--- src/rtl/uart_tx_arbiter_pkg.sv ---
// uart_tx_arbiter_pkg
//   Shared definitions for the UART transmit arbiter: the sequencer state
//   encoding and the default start-timeout budget.
package uart_tx_arbiter_pkg;

  typedef enum logic [1:0] {
    IDLE      = 2'd0,
    LAUNCH    = 2'd1,
    WAIT_BUSY = 2'd2,
    WAIT_DONE = 2'd3
  } arb_state_t;

  localparam int DEFAULT_START_TIMEOUT = 16;

endpackage

--- src/rtl/uart_tx_arbiter_rr_priority_picker.sv ---
// rr_priority_picker
//   Combinational round-robin selector. Finds the first set request bit
//   strictly after last_gnt, wrapping modulo NUM_REQ.
//   Ports:
//     req      in   NUM_REQ  request levels
//     last_gnt in   IDX_W    index of the previous winner
//     pick     out  NUM_REQ  one-hot winner (zero when no request)
//     pick_idx out  IDX_W    index of the winner
//     any      out  1        at least one request present
module rr_priority_picker #(
  parameter  int NUM_REQ = 4,
  localparam int IDX_W   = $clog2(NUM_REQ)
) (
  input  logic [NUM_REQ-1:0] req,
  input  logic [IDX_W-1:0]   last_gnt,
  output logic [NUM_REQ-1:0] pick,
  output logic [IDX_W-1:0]   pick_idx,
  output logic               any
);

  logic [2*NUM_REQ-1:0] req_dbl;
  logic [2*NUM_REQ-1:0] req_masked;

  // The request vector is duplicated so that the wrap-around search becomes
  // a plain lowest-bit priority encode; everything at or below last_gnt in
  // the lower copy is masked, and the upper copy supplies the wrapped bits.
  always_comb begin
    req_dbl    = {req, req};
    req_masked = '0;
    for (int i = 0; i < 2*NUM_REQ; i++) begin
      req_masked[i] = req_dbl[i] && (i > int'(last_gnt));
    end
  end

  always_comb begin
    logic found;
    found    = 1'b0;
    pick_idx = '0;
    for (int i = 0; i < 2*NUM_REQ; i++) begin
      if (req_masked[i] && !found) begin
        found    = 1'b1;
        pick_idx = IDX_W'(i % NUM_REQ);
      end
    end
  end

  assign any  = |req;
  assign pick = any ? (NUM_REQ'(1) << pick_idx) : '0;

endmodule

--- src/rtl/uart_tx_arbiter.sv ---
// uart_tx_arbiter
//   Shares one uart_tx_core between NUM_REQ byte producers. Grants one
//   requester at a time (round robin), launches its byte with a toggle on
//   tx_start, follows the core's busy to completion and pulses done back to
//   the winner. A watchdog aborts the transaction if busy never rises.
//   Ports:
//     clk, reset_n  clock, asynchronous active-low reset
//     req           in   NUM_REQ         request levels, held until done
//     req_data      in   NUM_REQ*DATA_W  byte of requester i at [i*DATA_W +: DATA_W]
//     gnt           out  NUM_REQ         one-hot grant for the whole transaction
//     done          out  NUM_REQ         one-cycle completion/abort pulse
//     tx_start      out  1               toggles once per launched byte
//     tx_data       out  DATA_W          latched byte for the core
//     tx_busy       in   1               core busy
//     timeout_err   out  1               sticky start-timeout flag
//     clear_err     in   1               synchronous clear of timeout_err
module uart_tx_arbiter
  import uart_tx_arbiter_pkg::*;
#(
  parameter int NUM_REQ       = 4,
  parameter int DATA_W        = 8,
  parameter int START_TIMEOUT = DEFAULT_START_TIMEOUT
) (
  input  logic                      clk,
  input  logic                      reset_n,
  input  logic [NUM_REQ-1:0]        req,
  input  logic [NUM_REQ*DATA_W-1:0] req_data,
  output logic [NUM_REQ-1:0]        gnt,
  output logic [NUM_REQ-1:0]        done,
  output logic                      tx_start,
  output logic [DATA_W-1:0]         tx_data,
  input  logic                      tx_busy,
  output logic                      timeout_err,
  input  logic                      clear_err
);

  localparam int IDX_W = $clog2(NUM_REQ);
  localparam int CNT_W = $clog2(START_TIMEOUT + 1);
  localparam logic [CNT_W-1:0] CNT_MAX     = '1;
  localparam logic [CNT_W-1:0] TIMEOUT_VAL = CNT_W'(START_TIMEOUT);

  function automatic logic [CNT_W-1:0] sat_inc(input logic [CNT_W-1:0] v);
    return (v == CNT_MAX) ? v : v + 1'b1;
  endfunction

  arb_state_t           state_q, state_d;
  logic [IDX_W-1:0]     last_gnt_q;
  logic [CNT_W-1:0]     cnt_q, cnt_d;
  logic [NUM_REQ-1:0]   pick;
  logic [IDX_W-1:0]     pick_idx;
  logic                 any;
  logic                 grant, launch, finish, abort;

  rr_priority_picker #(.NUM_REQ(NUM_REQ)) u_picker (
    .req      (req),
    .last_gnt (last_gnt_q),
    .pick     (pick),
    .pick_idx (pick_idx),
    .any      (any)
  );

  always_ff @(posedge clk or negedge reset_n) begin
    if (!reset_n) state_q <= IDLE;
    else          state_q <= state_d;
  end

  always_comb begin
    state_d = state_q;
    cnt_d   = cnt_q;
    grant   = 1'b0;
    launch  = 1'b0;
    finish  = 1'b0;
    abort   = 1'b0;
    case (state_q)
      IDLE: begin
        if (any) begin
          grant   = 1'b1;
          state_d = LAUNCH;
        end
      end
      LAUNCH: begin
        launch  = 1'b1;
        cnt_d   = '0;
        state_d = WAIT_BUSY;
      end
      WAIT_BUSY: begin
        if (tx_busy) begin
          state_d = WAIT_DONE;
        end else begin
          cnt_d = sat_inc(cnt_q);
          // No retry on timeout: the requester gets done and must decide.
          if (cnt_d == TIMEOUT_VAL) begin
            abort   = 1'b1;
            finish  = 1'b1;
            state_d = IDLE;
          end
        end
      end
      WAIT_DONE: begin
        if (!tx_busy) begin
          finish  = 1'b1;
          state_d = IDLE;
        end
      end
      default: state_d = IDLE;
    endcase
  end

  always_ff @(posedge clk or negedge reset_n) begin
    if (!reset_n) begin
      gnt         <= '0;
      done        <= '0;
      tx_start    <= 1'b0;
      tx_data     <= '0;
      timeout_err <= 1'b0;
      cnt_q       <= '0;
      last_gnt_q  <= IDX_W'(NUM_REQ - 1);
    end else begin
      cnt_q <= cnt_d;
      done  <= finish ? gnt : '0;
      if (grant) begin
        gnt        <= pick;
        last_gnt_q <= pick_idx;
        tx_data    <= req_data[pick_idx*DATA_W +: DATA_W];
      end else if (finish) begin
        gnt <= '0;
      end
      if (launch) tx_start <= ~tx_start;
      // A timeout in the same cycle as clear_err wins, so no abort is lost.
      if (abort)          timeout_err <= 1'b1;
      else if (clear_err) timeout_err <= 1'b0;
    end
  end

endmodule

--- config.mk ---
export PLATFORM = sky130hd
export DESIGN_NAME = uart_tx_arbiter
export DESIGN_NICKNAME = d
export VERILOG_FILES = /design/src/rtl/uart_tx_arbiter_pkg.sv /design/src/rtl/uart_tx_arbiter_rr_priority_picker.sv /design/src/rtl/uart_tx_arbiter.sv
export SDC_FILE = /design/constraint.sdc
export NUM_CORES = 1
export LEC_CHECK = 0
export BUFFER_PORTS_ARGS = -buffer_cell sky130_fd_sc_hd__buf_4
export CAP_MARGIN = 25
export CORE_ASPECT_RATIO = 0.5
export CORE_MARGIN = 2
export CORE_UTILIZATION = 50
export CTS_BUF_LIST = sky130_fd_sc_hd__clkbuf_8
export DETAILED_ROUTE_END_ITERATION = 8
export GPL_ROUTABILITY_DRIVEN = 0
export PLACE_DENSITY_LB_ADDON = 0.12
export SYNTH_ARGS = -nofsm -noshare
export SYNTH_HDL_FRONTEND = slang
export SYNTH_SLANG_ARGS = --single-unit
--- constraint.sdc ---
create_clock -name clk -period 2.5 [get_ports clk]
set_clock_uncertainty 0.1 [all_clocks]
set_input_delay 0 -clock clk [delete_from_list [all_inputs] [get_ports clk]]
set_output_delay 0 -clock clk [all_outputs]
set_load 0.05 [all_outputs]
======== Word-level counts from Yosys, hierarchy flattened ========
Index checks and enable logic that the tools add are counted.
cells by class
  $add $sub $neg .......................... 1
  magnitude comparators ................... 3
  equality and inequality tests ........... 9
  shifts and indexed selects .............. 2
  multiplexer cells ....................... 35
  bitwise gates (word level) .............. 1
  reduce and logical (&&, ||, !) cells .... 22
operators by type and width
  operator               count
  $shiftx A32 B6 Y8      1
  $mux W2                10
  $mux W1                16
  $mux W4                4
  $eq A5 B5 Y1 const B   2
  $mux W5                2
  $pmux W5 S2            1
  $logic_and A1 B1 Y1    9
  $pmux W2 S4            1
  $logic_not A1 Y1       6
  $reduce_bool A2 Y1     3
  $add A5 B1 Y5 const B  1
  $eq A2 B2 Y1 const B   2
  $gt A2 B2 Y1 const A   2
  $ne A2 B2 Y1 const B   2
  $reduce_or A4 Y1       1
  $shl A1 B2 Y4 const A  1
  $ne A3 B3 Y1 const B   1
  $reduce_and A3 Y1      1
  $eq A2 B1 Y1 const B   1
  $gt A1 B2 Y1 const A   1
  $logic_not A2 Y1       1
  $ne A2 B1 Y1 const B   1
  $pmux W1 S2            1
  other kinds (2)        2
storage, ports and cells
  bits in registers ....................... 27
  word-level logic and storage cells ...... 81

======== Longest topological paths before layout ========
  depth in word-level cells ............... 24
  depth in mapped cells ................... 6
  gate-level depth less buffers ........... 6

======== By module ========
From an unflattened synthesis, not the netlist that was laid out.
unflattened totals
  cells, all modules ...................... 158
  area total of the unflattened synthesis .. 1,706.6 µm²
by module, submodules not included
  module              instances  cells an instance  area an instance (µm²)  sequential area each (µm²)
  uart_tx_arbiter     1          130                1,545.2                 678.2
  rr_priority_picker  1          28                 161.4                   0.0

======== Worst setup path after synthesis ========
OpenSTA, ideal clock, no wires.
  path kind ............................... register to register
  start ................................... register cnt_q[0]
  end ..................................... register gnt[1]
  setup time .............................. 0.132 ns
  arrival time ............................ 1.553 ns
  path slack .............................. 0.715 ns
  cell stages (with the launch flop) ...... 7
  path through ............................ dfrtp_1 -> ha_1 -> a21boi_1 -> a41o_1 -> o2111ai_2 -> a21boi_2 -> o22ai_1
between the ends
  word-level cells in the longest chain between the ends .. 7
RTL lines
  what                                                  RTL line                source
  start: declaration                                    uart_tx_arbiter.sv:48   logic [CNT_W-1:0] cnt_q, cnt_d;
  start signal: assignment                              uart_tx_arbiter.sv:119  cnt_q <= cnt_d;
  $add A5 B1 Y5 / $eq A5 B5 Y1 (equally long branches)  uart_tx_arbiter.sv:43   return (v == CNT_MAX) ? v : v + 1'b1;
  $mux W5 *                                             uart_tx_arbiter.sv:43
  $eq A5 B5 Y1 *                                        uart_tx_arbiter.sv:92   if (cnt_d == TIMEOUT_VAL) begin
  $mux W1 *                                             uart_tx_arbiter.sv:92
  $mux W1 *                                             uart_tx_arbiter.sv:87   if (tx_busy) begin
  $pmux W1 S2 *                                         uart_tx_arbiter.sv:74   case (state_q)
  $reduce_bool A2 Y1 (no source line) *                 -
  end signal: assignment                                uart_tx_arbiter.sv:122  gnt <= pick;
  end: declaration                                      uart_tx_arbiter.sv:28   output logic [NUM_REQ-1:0] gnt,
Every way passes the cells marked *; elsewhere a longest branch is shown, timed or not.
A chain may end at the register's enable or synchronous reset.

======== Worst setup path in the final report ========
  start ................................... register last_gnt_q[0]
  end ..................................... register tx_data[4]
between the ends
  word-level cells in the longest chain between the ends .. 22
RTL lines
  what                      RTL line                                  source
  start: declaration        uart_tx_arbiter.sv:47                     logic [IDX_W-1:0] last_gnt_q;
  start signal: assignment  uart_tx_arbiter.sv:117                    last_gnt_q <= IDX_W'(NUM_REQ - 1);
  start signal: assignment  uart_tx_arbiter.sv:123                    last_gnt_q <= pick_idx;
  $gt A1 B2 Y1              uart_tx_arbiter_rr_priority_picker.sv:31  req_masked[i] = req_dbl[i] && (i > int'(last_gnt));
  $logic_and A1 B1 Y1       uart_tx_arbiter_rr_priority_picker.sv:31
  $mux W1                   uart_tx_arbiter_rr_priority_picker.sv:40  if (req_masked[i] && !found) begin
  $logic_not A1 Y1          uart_tx_arbiter_rr_priority_picker.sv:40
  $logic_and A1 B1 Y1       uart_tx_arbiter_rr_priority_picker.sv:40
  $mux W1                   uart_tx_arbiter_rr_priority_picker.sv:40
  $logic_not A1 Y1          uart_tx_arbiter_rr_priority_picker.sv:40
  $logic_and A1 B1 Y1       uart_tx_arbiter_rr_priority_picker.sv:40
  [... 6 more ...]          -
  $mux W1                   uart_tx_arbiter_rr_priority_picker.sv:40
  $logic_not A1 Y1          uart_tx_arbiter_rr_priority_picker.sv:40
  $logic_and A1 B1 Y1       uart_tx_arbiter_rr_priority_picker.sv:40
  $mux W1                   uart_tx_arbiter_rr_priority_picker.sv:40
  $logic_not A1 Y1          uart_tx_arbiter_rr_priority_picker.sv:40
  $logic_and A1 B1 Y1       uart_tx_arbiter_rr_priority_picker.sv:40
  $mux W2 *                 uart_tx_arbiter_rr_priority_picker.sv:40
  $shiftx A32 B6 Y8 *       uart_tx_arbiter.sv:124                    tx_data <= req_data[pick_idx*DATA_W +: DATA_W];
  end signal: assignment    uart_tx_arbiter.sv:124
  end: declaration          uart_tx_arbiter.sv:31                     output logic [DATA_W-1:0] tx_data,
Marks and branches as above.

==> results.md <==
| Result | This run |
|---|---|
| Reg clk slew, reported paths | 90 ps |
| Switching fraction of total power | 0.496 |
| Share of async-settable or async-resettable flops after synthesis | 1.00 |
| Final period util | 0.886 |
| HPWL after detailed placement | 2.48 mm |
| Post-Synthesis Cells | 140 |
| Cell internal pwr | 1.22 mW |
| Share of power burned in registers | 0.330 |
| Pre-Repair DR Iteration Count | 4 |
| DRC | 0 |
| Cell types with the largest area share after synthesis | sky130_fd_sc_hd__dfrtp_1, sky130_fd_sc_hd__mux2i_1, sky130_fd_sc_hd__o221ai_2 |
| Critical-path cell with the highest stage delay | sky130_fd_sc_hd__dfstp_2 |
| Worst setup EP type | flop |
| Initial antenna violation count | 0 |
| Worst skew pair latency | 270 ps |
| Buffer cell driving the clock tree root | sky130_fd_sc_hd__clkbuf_8 |
| Clk network pwr share | 0.100 |
| Global-route usage over all layers | 0.334 |
| GRT Residual Overflow | 0 |
| Tightest Pin Transition | 907 ps |
| Result of the run | finished, final reports clean |
| Place WS | 427 ps |
| Routed WL per cell | 19.3 um |
| Number of pins exceeding their max-slew limit in the final report | 0 |
| Clock tree sinks | 27 |
| Switching pwr | 1.20 mW |
| Sequential element share of the synthesized area | 0.455 |
| TritonCTS clock tree | yes |
| Proportion of power drawn by combinational gates | 0.571 |
| Starting utilization of the core area | 0.548 |
| Maximum number of pins on one net before global-route repair | 28 |
| Slew margin rel. | 0.393 |
| Crit Path Max Fanout | 20 |
| Area of the die | 3460 um^2 |
| Synth warnings | 0 |
| Number of unique standard cell types used by synthesis | 35 |
| Buffers on Ports | 57 |
| Count of nets after finishing | 273 |
| Final TNS setup | 0 ps |
| Number of register bits inferred by synthesis | 27 |
| Height of the die | 42.6 um |
| Layout Area Growth over Synthesis | 56.2% |
| RSZ-0062 raised after global routing | no |
| FP Rows | 13 |
| Syn Area/Cell | 10.6 um^2 |
| Cell class contributing the biggest share of worst-path delay | compound AO/OA/AOI/OAI gates |
| Antenna Violating Nets Remaining | 0 |
| Routed vias | 1544 |
| Delay of the slowest critical-path stage | 560 ps |
| Die width | 81.2 um |
| Mean number of vias per cell | 5.76 |
| Area of the placeable core | 2720 um^2 |
| Post-CTS Hold Fix Bufs | 35 |
| Endpoints failing hold | 0 |
| Worst ir drop on vdd | 0.593 mV |
| Library cell with the largest summed area after synthesis | sky130_fd_sc_hd__dfrtp_1 |
| Netlist area before placement | 1490 um^2 |
| Design Area, Final | 2330 um^2 |
| Power per cell area | 1040 nW/um^2 |
| Data arrival at the endpoint of the critical path | 2230 ps |
| Fmax | 451 MHz |
| Count of max-cap constraint violations | 0 |
| Total wirelength of the detailed-routed design | 5.18 mm |
| Lkg Pwr | 1.11 nW |
| Most common cell after layout, fill and taps aside | sky130_fd_sc_hd__buf_4 |
| Required time reported for the critical path endpoint | 2520 ps |
| Number of buffers added by the clock tree synthesis step | 3 |
| First-pass GRT wire length | 8.27 mm |
| Number of gates resized after cts | 0 |
| Ports | 58 |
| Bufs on Longest Clock Path | 2 |
| Number of diodes added for antenna fixing | 0 |
| Number of buffers added for setup after CTS | 0 |
| Commonest register cell after synthesis | sky130_fd_sc_hd__dfrtp_1 |
| Share of layout cells above drive strength 1 | 0.329 |
| Count of flip-flops with a built-in enable after synthesis | 0 |
| Placed Instance Area | 1930 um^2 |
| Top cell type's share of synthesized area | 0.420 |
| Final count of negative-setup-slack endpoints | 0 |
| Startpoint-to-endpoint class of the critical path | reg -> reg |
| Number of buffer and inverter stages on the critical path | 1 |
| Number of global-route vias before repair | 1594 |
| Worst Hold Class | in -> reg |
| Kind of start point of the critical path | flop |
| Worst Slack Setup Final | 285 ps |
| Minimum clock period after layout | 2220 ps |
| Count of H-tree levels built during CTS | 1 |
| Cell chain of the critical path | nand2b_1 > o21ai_0 > a211oi_4 > buf_4 > mux2i_1 > o221ai_2 |
| Most frequent cells in the layout | sky130_fd_sc_hd__buf_4, sky130_fd_sc_hd__dlygate4sd3_1, sky130_fd_sc_hd__nand2_1, sky130_fd_sc_hd__dfrtp_1, sky130_fd_sc_hd__mux2i_1 |
| DRC marker count from the first detailed-route iteration | 110 |
| Synth Net Count | 181 |
| Final Hold Slack | 36.1 ps |
-- cells in the mapped netlist, drive strengths merged (2+ instances only) --
cell    number
and2         4
o221ai       9
buf          6
nand2       25
dfrtp       25
nor2         6
mux2i       16
nand3        2
inv          5
a31oi        2
nor2b        2
a21oi        4
o22ai        5
a22o         2
a21boi       2
nand2b       5
o21ai        6
dfstp        2
-- per-stage QoR --
| step | power [mW] | std cells | util |
|---|---|---|---|
| 2_1_floorplan | 1.69 | 140 | - |
| 3_3_place_gp | 1.99 | 229 | 0.711 |
| 3_5_place_dp | 2.02 | 229 | 0.711 |
| 4_1_cts | 2.30 | 268 | 0.856 |
| 5_1_grt | 2.53 | 268 | 0.856 |
| 6_report | 2.42 | 268 | 0.856 |
-- cells by family (layout without fill, tap and decap cells) --
| group | count (synthesis) | after routing | synth area share |
|---|---|---|---|
| compound gates | 36 | 36 | 0.228 |
| xor+xnor | 1 | 1 | 0.00588 |
| fa+ha+maj | 1 | 1 | 0.00840 |
| buf+inv | 11 | 102 | 0.0445 |
| flops | 27 | 27 | 0.455 |
| mux | 16 | 16 | 0.108 |
| simple gates | 48 | 48 | 0.150 |
-- final timing paths --
| kind | startpoint | to | slack, ps | depth (start not counted) |
|---|---|---|---|---|
| setup / recovery | last_gnt_q[0] | tx_data[4] | 280 | 6 |
| hold / removal | req[3] | state_q[0] | 40 | 3 |
| setup reg to reg | last_gnt_q[0] | tx_data[4] | 280 | 6 |
| hold reg to reg | tx_start | tx_start | 390 | 1 |
| max in group asynchronous | reset_n | last_gnt_q[1] | 1910 | 2 |
| min in group asynchronous | reset_n | tx_data[3] | 90 | 2 |
-- registers in the layout, summed over array words and instances, names as in the netlist --
name,count
cnt_q,5
tx_data,8
timeout_err,1
gnt,4
state_q,2
done,4
tx_start,1
last_gnt_q,2
-- power groups by stage --
stage	logic, mW	registers, mW	clock network [mW]
detailed placement	1.25	0.769	0
CTS	1.30	0.764	0.244
global placement	1.23	0.762	0
finish	1.38	0.799	0.242
floorplan	0.625	1.06	0
global route	1.46	0.814	0.265
-- worst register-to-register path, stage by stage, from the launching register on --
cell and delay (ps):
sky130_fd_sc_hd__dfstp_2 560, sky130_fd_sc_hd__nand2b_1 120, sky130_fd_sc_hd__o21ai_0 160, sky130_fd_sc_hd__a211oi_4 270, sky130_fd_sc_hd__buf_4 340, sky130_fd_sc_hd__mux2i_1 350
sky130_fd_sc_hd__o221ai_2 170
-- final cells by class --
cell class	count	area, um^2
timing repair buffer	93	786
multi-input combinational	102	752
sequential	27	678
fill	124	390
tap	37	46.3
clock buffer	3	41.3
inverter	5	18.8
clock inverter	1	3.75
-- layer usage --
layer	vias up	GRT usage	share of wire
li1	691	-	-
met1	739	0.425	0.42
met2	90	0.526	0.45
met3	24	0.0991	0.090
met4	0	0.156	0.044
met5	-	0	0
No activity file was read; power rests on OpenSTA's default activity.
